===== config.mk =====
export PLATFORM = sky130hd
export DESIGN_NAME = load_store_unit_flat
export DESIGN_NICKNAME = d
export VERILOG_FILES = /design/src/rtl/lsu_pkg.sv /design/src/rtl/load_store_unit_if.sv /design/src/rtl/lsu_lane_align.sv /design/src/rtl/load_store_unit.sv /design/src/flat_wrapper.sv
export SDC_FILE = /design/constraint.sdc
export NUM_CORES = 1
export LEC_CHECK = 0
export ABC_AREA = 1
export ABC_CLOCK_PERIOD_IN_PS = 8400
export CAP_MARGIN = 25
export CORE_AREA = 2 2 118 120
export CTS_BUF_LIST = sky130_fd_sc_hd__clkbuf_16
export CTS_CLUSTER_DIAMETER = 60
export DETAILED_ROUTE_END_ITERATION = 12
export DIE_AREA = 0 0 120 122
export PLACE_DENSITY = 0.85
export SLEW_MARGIN = 20
export SYNTH_ARGS = -nofsm -noshare
export SYNTH_HDL_FRONTEND = slang
export SYNTH_SLANG_ARGS = --single-unit
export TNS_END_PERCENT = 30

===== constraint.sdc =====
create_clock -name i_clk -period 8.4 [get_ports i_clk]
set_input_delay 0.84 -clock i_clk [delete_from_list [all_inputs] [get_ports i_clk]]
set_output_delay 0.84 -clock i_clk [all_outputs]
set_load 0.01 [all_outputs]

===== src/rtl/lsu_pkg.sv =====
`default_nettype none
// ============================================================================
// Module  : lsu_pkg
// Brief   : Shared types and constants for the load/store unit slice.
// Rev     : 1.0  initial release
// ============================================================================
package lsu_pkg;

    localparam int LANE_W = 8;

    typedef enum logic [1:0] {
        SZ_BYTE    = 2'b00,
        SZ_HALF    = 2'b01,
        SZ_WORD    = 2'b10,
        SZ_ILLEGAL = 2'b11
    } size_e;

    typedef enum logic [2:0] {
        ST_IDLE   = 3'd0,
        ST_LOAD   = 3'd1,
        ST_RMW_RD = 3'd2,
        ST_WRITE  = 3'd3,
        ST_RESP   = 3'd4
    } state_e;

endpackage
`default_nettype wire


===== src/rtl/load_store_unit_if.sv =====
`default_nettype none
// ============================================================================
// Module  : load_store_unit_if
// Brief   : Request/response handshake plus word-memory bus of the LSU.
//           Signal names are from the LSU's point of view.
// Rev     : 1.0  initial release
// ============================================================================
interface load_store_unit_if #(
    parameter int AW = 16,
    parameter int DW = 32
);
    logic          i_req_valid;
    logic          o_req_ready;
    logic [AW-1:0] i_req_addr;
    logic          i_req_we;
    logic [1:0]    i_req_size;
    logic          i_req_unsigned;
    logic [DW-1:0] i_req_wdata;
    logic          o_rsp_valid;
    logic          i_rsp_ready;
    logic [DW-1:0] o_rsp_rdata;
    logic          o_rsp_fault;
    logic [AW-1:0] o_A;
    logic [DW-1:0] o_WD;
    logic          o_WE;
    logic [DW-1:0] i_RD;

    modport slave (
        input  i_req_valid, i_req_addr, i_req_we, i_req_size, i_req_unsigned,
        input  i_req_wdata, i_rsp_ready, i_RD,
        output o_req_ready, o_rsp_valid, o_rsp_rdata, o_rsp_fault,
        output o_A, o_WD, o_WE
    );

    modport master (
        output i_req_valid, i_req_addr, i_req_we, i_req_size, i_req_unsigned,
        output i_req_wdata, i_rsp_ready, i_RD,
        input  o_req_ready, o_rsp_valid, o_rsp_rdata, o_rsp_fault,
        input  o_A, o_WD, o_WE
    );
endinterface
`default_nettype wire


===== src/rtl/lsu_lane_align.sv =====
`default_nettype none
// ============================================================================
// Module  : lsu_lane_align
// Brief   : Combinational lane select/extend for loads and lane merge for
//           sub-word stores on a little-endian 32-bit word.
// Rev     : 1.0  initial release
// ============================================================================
module lsu_lane_align
    import lsu_pkg::*;
#(
    parameter int DW = 32
) (
    input  wire logic [DW-1:0] i_word,
    input  wire logic [DW-1:0] i_wdata,
    input  wire logic [1:0]    i_ofs,
    input  wire logic [1:0]    i_size,
    input  wire logic          i_unsigned,
    output logic      [DW-1:0] o_rdata,
    output logic      [DW-1:0] o_merged
);
    logic [4:0]          w_bsh;
    logic [4:0]          w_hsh;
    logic [LANE_W-1:0]   w_byte;
    logic [2*LANE_W-1:0] w_half;
    logic [DW-1:0]       w_bmask;
    logic [DW-1:0]       w_hmask;

    // Halfword lane uses only ofs[1], so an odd half offset is silently rounded down.
    assign w_bsh   = {i_ofs, 3'b000};
    assign w_hsh   = {i_ofs[1], 4'b0000};
    assign w_byte  = LANE_W'(i_word >> w_bsh);
    assign w_half  = (2*LANE_W)'(i_word >> w_hsh);
    assign w_bmask = DW'({LANE_W{1'b1}}) << w_bsh;
    assign w_hmask = DW'({(2*LANE_W){1'b1}}) << w_hsh;

    always_comb begin
        o_rdata  = i_word;
        o_merged = i_wdata;
        case (i_size)
            SZ_BYTE: begin
                o_rdata  = {{(DW-LANE_W){~i_unsigned & w_byte[LANE_W-1]}}, w_byte};
                o_merged = (i_word & ~w_bmask) | (DW'(i_wdata[LANE_W-1:0]) << w_bsh);
            end
            SZ_HALF: begin
                o_rdata  = {{(DW-2*LANE_W){~i_unsigned & w_half[2*LANE_W-1]}}, w_half};
                o_merged = (i_word & ~w_hmask) | (DW'(i_wdata[2*LANE_W-1:0]) << w_hsh);
            end
            default: begin
                o_rdata  = i_word;
                o_merged = i_wdata;
            end
        endcase
    end
endmodule
`default_nettype wire


===== src/rtl/load_store_unit.sv =====
`default_nettype none
// ============================================================================
// Module  : load_store_unit
// Brief   : MEM-stage sequencer: aligned loads, read-modify-write sub-word
//           stores, one request in flight. Option macro: LSU_ALIGN_CHECK_EN
//           (defined = misaligned half/word requests fault).
// Rev     : 1.0  initial release
// ============================================================================
module load_store_unit
    import lsu_pkg::*;
#(
    parameter int AW = 16,
    parameter int DW = 32
) (
    input  wire logic         i_clk,
    input  wire logic         i_rst,
    load_store_unit_if.slave  bus
);
    localparam logic [2:0] S_IDLE   = ST_IDLE;
    localparam logic [2:0] S_LOAD   = ST_LOAD;
    localparam logic [2:0] S_RMW_RD = ST_RMW_RD;
    localparam logic [2:0] S_WRITE  = ST_WRITE;
    localparam logic [2:0] S_RESP   = ST_RESP;

    logic [2:0]    r_state;
    logic [1:0]    r_ofs;
    logic [1:0]    r_size;
    logic          r_uns;
    logic [DW-1:0] r_wdata;
    logic [DW-1:0] r_rdata;
    logic          r_fault;
    logic [AW-1:0] r_A;
    logic [DW-1:0] r_WD;
    logic          r_WE;

    logic          w_req_fault;
    logic [DW-1:0] w_ld_data;
    logic [DW-1:0] w_merged;

    always_comb begin
        w_req_fault = (bus.i_req_size == SZ_ILLEGAL);
`ifdef LSU_ALIGN_CHECK_EN
        if ((bus.i_req_size == SZ_HALF && bus.i_req_addr[0]) ||
            (bus.i_req_size == SZ_WORD && bus.i_req_addr[1:0] != 2'b00))
            w_req_fault = 1'b1;
`endif
    end

    lsu_lane_align #(.DW(DW)) u_lane_align (
        .i_word     (bus.i_RD),
        .i_wdata    (r_wdata),
        .i_ofs      (r_ofs),
        .i_size     (r_size),
        .i_unsigned (r_uns),
        .o_rdata    (w_ld_data),
        .o_merged   (w_merged)
    );

    // Memory-side outputs are registered on entry to the access state so the
    // address is already stable for the whole cycle the combinational read uses.
    always_ff @(posedge i_clk or posedge i_rst) begin
        if (i_rst) begin
            r_state <= S_IDLE;
            r_ofs   <= '0;
            r_size  <= '0;
            r_uns   <= 1'b0;
            r_wdata <= '0;
            r_rdata <= '0;
            r_fault <= 1'b0;
            r_A     <= '0;
            r_WD    <= '0;
            r_WE    <= 1'b0;
        end else begin
            r_WE <= 1'b0;
            case (r_state)
                S_IDLE: begin
                    if (bus.i_req_valid) begin
                        r_ofs   <= bus.i_req_addr[1:0];
                        r_size  <= bus.i_req_size;
                        r_uns   <= bus.i_req_unsigned;
                        r_wdata <= bus.i_req_wdata;
                        r_rdata <= '0;
                        r_fault <= w_req_fault;
                        if (w_req_fault) begin
                            r_state <= S_RESP;
                        end else begin
                            r_A <= {bus.i_req_addr[AW-1:2], 2'b00};
                            if (!bus.i_req_we) begin
                                r_state <= S_LOAD;
                            end else if (bus.i_req_size == SZ_WORD) begin
                                r_WD    <= bus.i_req_wdata;
                                r_WE    <= 1'b1;
                                r_state <= S_WRITE;
                            end else begin
                                r_state <= S_RMW_RD;
                            end
                        end
                    end
                end
                S_LOAD: begin
                    r_rdata <= w_ld_data;
                    r_state <= S_RESP;
                end
                S_RMW_RD: begin
                    r_WD    <= w_merged;
                    r_WE    <= 1'b1;
                    r_state <= S_WRITE;
                end
                S_WRITE: begin
                    r_state <= S_RESP;
                end
                S_RESP: begin
                    if (bus.i_rsp_ready)
                        r_state <= S_IDLE;
                end
                default: begin
                    r_state <= S_IDLE;
                end
            endcase
        end
    end

    assign bus.o_req_ready = (r_state == S_IDLE) && !i_rst;
    assign bus.o_rsp_valid = (r_state == S_RESP);
    assign bus.o_rsp_rdata = r_rdata;
    assign bus.o_rsp_fault = r_fault;
    assign bus.o_A         = r_A;
    assign bus.o_WD        = r_WD;
    assign bus.o_WE        = r_WE;
endmodule
`default_nettype wire


===== src/flat_wrapper.sv =====
// flat-port wrapper written by rule: the top's interface ports become plain ports
module load_store_unit_flat import lsu_pkg::*;
#(
    parameter int AW = 16,
    parameter int DW = 32
)
  (i_clk, i_rst, bus_i_req_valid, bus_i_req_addr, bus_i_req_we, bus_i_req_size, bus_i_req_unsigned, bus_i_req_wdata, bus_i_rsp_ready, bus_i_RD, bus_o_req_ready, bus_o_rsp_valid, bus_o_rsp_rdata, bus_o_rsp_fault, bus_o_A, bus_o_WD, bus_o_WE);
  load_store_unit_if #(.AW(AW), .DW(DW)) bus_i ();
  input  wire logic i_clk;
  input  wire logic i_rst;
  input wire logic [$bits(bus_i.i_req_valid)-1:0] bus_i_req_valid;
  input wire logic [$bits(bus_i.i_req_addr)-1:0] bus_i_req_addr;
  input wire logic [$bits(bus_i.i_req_we)-1:0] bus_i_req_we;
  input wire logic [$bits(bus_i.i_req_size)-1:0] bus_i_req_size;
  input wire logic [$bits(bus_i.i_req_unsigned)-1:0] bus_i_req_unsigned;
  input wire logic [$bits(bus_i.i_req_wdata)-1:0] bus_i_req_wdata;
  input wire logic [$bits(bus_i.i_rsp_ready)-1:0] bus_i_rsp_ready;
  input wire logic [$bits(bus_i.i_RD)-1:0] bus_i_RD;
  output wire logic [$bits(bus_i.o_req_ready)-1:0] bus_o_req_ready;
  output wire logic [$bits(bus_i.o_rsp_valid)-1:0] bus_o_rsp_valid;
  output wire logic [$bits(bus_i.o_rsp_rdata)-1:0] bus_o_rsp_rdata;
  output wire logic [$bits(bus_i.o_rsp_fault)-1:0] bus_o_rsp_fault;
  output wire logic [$bits(bus_i.o_A)-1:0] bus_o_A;
  output wire logic [$bits(bus_i.o_WD)-1:0] bus_o_WD;
  output wire logic [$bits(bus_i.o_WE)-1:0] bus_o_WE;
  assign bus_i.i_req_valid = bus_i_req_valid;
  assign bus_i.i_req_addr = bus_i_req_addr;
  assign bus_i.i_req_we = bus_i_req_we;
  assign bus_i.i_req_size = bus_i_req_size;
  assign bus_i.i_req_unsigned = bus_i_req_unsigned;
  assign bus_i.i_req_wdata = bus_i_req_wdata;
  assign bus_i.i_rsp_ready = bus_i_rsp_ready;
  assign bus_i.i_RD = bus_i_RD;
  assign bus_o_req_ready = bus_i.o_req_ready;
  assign bus_o_rsp_valid = bus_i.o_rsp_valid;
  assign bus_o_rsp_rdata = bus_i.o_rsp_rdata;
  assign bus_o_rsp_fault = bus_i.o_rsp_fault;
  assign bus_o_A = bus_i.o_A;
  assign bus_o_WD = bus_i.o_WD;
  assign bus_o_WE = bus_i.o_WE;
  load_store_unit #(.AW(AW), .DW(DW)) u_core (.i_clk(i_clk), .i_rst(i_rst), .bus(bus_i));
endmodule

==> flow_summary.json <==
{
  "power_frac_clock": 0.189,
  "status": "completed",
  "wl_per_cell_um": 15.49,
  "htree_levels": 4,
  "ioPinCount": 172,
  "finalSetupViolCount": 0,
  "worstMarginPinSlew_ns": 0.8891,
  "cts_setup_buffers": 0,
  "hpwl_um": 14720,
  "crit_required_ns": 7.56,
  "crit_path_start_kind": "input port",
  "drive_gt1_frac": 0.05789,
  "cts_buffers": 17,
  "grt_max_degree": 77,
  "cpLargestDelayFamily": "buffers and inverters",
  "clk_latency_ns": 0.43,
  "cp_max_fo": 2,
  "power.internal_mw": 2.021,
  "netlist_area_um2": 7077,
  "cts.root.buffer_cell": "clkbuf_16",
  "met3WireLength_um": 2169,
  "met2_length_um": 9447,
  "syn_to_final_growth_pct": 32.04,
  "die_w_um": 120,
  "min_period_ns": 2.804,
  "max-cap-violations": 0,
  "rsz0062_at_grt": "no",
  "slew_viol_final": 0,
  "core-area_um2": 13500,
  "switching_share": 0.4409,
  "clk_pin_slew_ns": 0.05,
  "pwr-share-comb": 0.525,
  "r2r_slack_ns": 6.12,
  "total_power_mw": 3.615,
  "postSynthAreaPerCell_um2": 6.798,
  "fmax_mhz": 356.6,
  "p_sw_mw": 1.594,
  "n_fill_cell": 1110,
  "track_usage": 0.2945,
  "cts_tree": "built",
  "p_leak_nw": 4.656,
  "cp.arrival_ns": 1.96,
  "place_congestion": 0.9307,
  "cp_common_cell": "clkdlybuf4s50_1",
  "antenna_cells": 0,
  "fin_skew_ns": 0.007194,
  "drc": 0,
  "path_buf_inv": 2,
  "instances_no_fill": 1372,
  "cp-end-kind": "output port",
  "fin_crit_sh": 0.3338,
  "power_frac_seq": 0.286,
  "antenna_found_initial": 0,
  "numPortBuffers": 169,
  "via_per_inst": 5.434,
  "synth_cell_types": 30,
  "rows": 43,
  "grt.overflow.total": 0,
  "nets": 1268,
  "ys_warn_count": 0,
  "initial_utilization": 0.5240,
  "die_area_um2": 14640,
  "postCtsHoldBufs": 0,
  "syn_inst": 1041,
  "utilization": 0.6919,
  "wl_um": 21260,
  "drt-pass1-iter-count": 7,
  "met1Wirelength_um": 9023,
  "min_path_type": "reg -> reg",
  "dp_cells": 1340,
  "timing.slew.headroom": 0.4066,
  "grt_pass1_vias": 6764,
  "via_count": 7455,
  "drt_iter0_drc": 835,
  "crit_chain": "clkdlybuf4s50_1, nor2_1, clkdlybuf4s50_1",
  "power_density_nw_per_um2": 386.9,
  "cts_buffer_depth": 2,
  "max_stage_delay_ns": 0.54,
  "ys_seq_elements": 120,
  "ys_seq_area_frac": 0.4243,
  "postCtsResizedCells": 0,
  "top_layer": "met4",
  "worst_path_max_delay_cell": "clkdlybuf4s50_1",
  "clkSinkCount": 120,
  "setup.worst_path.class": "in -> out",
  "tns_ns": 0,
  "ant_nets": 0,
  "hold_viol_final": 0,
  "fp.dieH_um": 122,
  "grt_pass1_wl_um": 33980,
  "vdd_drop_max_uv": 203.4
}
-- final cells by class --
cell class | instances | area (um^2) | share of cell area
timing repair buffer | 179 | 1818 | 0.1946
inverter | 93 | 352.8 | 0.03776
multi-input combinational | 769 | 3402 | 0.3641
sequential | 120 | 3004 | 0.3215
clock inverter | 14 | 116.4 | 0.01245
tap | 180 | 225.2 | 0.02410
clock buffer | 17 | 425.4 | 0.04553
-- per-layer routing --
layer | vias up | global-route usage
li1 | 3565 | -
met2 | 457 | 0.4300
met1 | 3369 | 0.4196
met3 | 64 | 0.07022
met4 | 0 | 0.1250
met5 | - | 0
-- power groups by stage --
stage	combinational (mW)	sequential, mW	clock [mW]
after floorplan	1.16	1.07	0
after global placement	1.79	1.03	0
after detailed placement	1.86	1.03	0
after CTS	1.88	1.03	0.688
after global routing	2.10	1.06	0.716
final	1.90	1.03	0.683
-- registers in the layout (all words and copies together) (netlist names) --
| signal | flops |
|---|---|
| u_core.r_state | 3 |
| u_core.r_ofs | 2 |
| u_core.r_wdata | 32 |
| u_core.bus.o_rsp_rdata | 32 |
| u_core.bus.o_WD | 32 |
| u_core.bus.o_rsp_fault | 1 |
| u_core.bus.o_WE | 1 |
| u_core.bus.o_A | 14 |
| u_core.r_uns | 1 |
| u_core.r_size | 2 |
-- cell usage in the layout, fill, tap and decap left out, types with 2 or more instances in the layout --
cell type        instances
nand2_1                424
clkdlybuf4s50_1        169
nand3_1                123
dfrtp_1                119
o21ai_0                 90
inv_1                   84
nor2_1                  58
a21oi_1                 19
clkbuf_16               17
o21ai_1                 16
nand3_2                 11
o211ai_1                 9
inv_2                    8
clkinv_1                 6
buf_4                    6
clkinv_2                 4
nor2_4                   3
nand2_2                  3
nor3_1                   2
conb_1                   2
bufinv_16                2
clkinvlp_4               2
buf_16                   2
-- worst reg2reg max path, stage by stage, from the launching register on --
cell and delay [ns]:
dfrtp_2 0.34, buf_4 0.53, inv_2 0.41, nand2_1 0.18, nand3_1 0.15, nand3_4 0.20
nand2_4 0.18, nand3_1 0.14, nand2_1 0.05
-- worst paths after layout --
kind / endpoint / cells past startpoint / start
worst max-delay path: bus_o_req_ready / 3 / i_rst
worst min-delay path: u_core.bus.o_rsp_rdata[21] / 2 / u_core.bus.o_rsp_rdata[21]
worst max register to register: u_core.bus.o_rsp_rdata[25] / 8 / u_core.r_ofs[1]
worst min register to register: u_core.bus.o_rsp_rdata[21] / 2 / u_core.bus.o_rsp_rdata[21]
max in group asynchronous: u_core.bus.o_rsp_rdata[28] / 4 / i_rst
min in group asynchronous: u_core.bus.o_A[13] / 2 / i_rst
-- synth_stat cells, drive strengths merged --
| library cell | n | area [um^2] |
|---|---|---|
| nand2 | 428 | 1622 |
| o211ai | 9 | 67.56 |
| o21a | 1 | 7.510 |
| buf | 44 | 265.3 |
| inv | 92 | 345.3 |
| clkbuf | 16 | 60.06 |
| o22ai | 1 | 6.260 |
| clkinv | 1 | 5.000 |
| nor3 | 4 | 36.29 |
| a21oi | 20 | 103.9 |
| dfrtp | 120 | 3003 |
| conb | 1 | 3.750 |
| o21ai | 106 | 530.5 |
| nand3 | 135 | 743.2 |
| nor2 | 63 | 277.8 |
-- kinds of logic (layout without fill, tap and decap cells) --
group | count (synthesis) | after routing | share of synthesized area
AND/OR/NAND/NOR | 630 | 630 | 0.3785
flip-flops | 120 | 120 | 0.4243
buffers and inverters | 153 | 303 | 0.09547
other | 1 | 2 | 0.0005299
AO/OA/AOI/OAI | 137 | 137 | 0.1011
-- per-stage QoR --
| stage | instance area [um^2] | setup WS, ns | hold slack, ns |
|---|---|---|---|
| 3_3_place_gp | 8721 | 5.587 | 0.4543 |
| 4_1_cts | 9316 | 5.598 | 0.4747 |
| 3_5_place_dp | 8775 | 5.532 | 0.4609 |
| 5_1_grt | 9344 | 5.540 | 0.4914 |
| 2_1_floorplan | 7081 | 4.374 | 0.4417 |
| 6_report | 9344 | 5.596 | 0.4724 |
(Power assumes the default switching activity.)
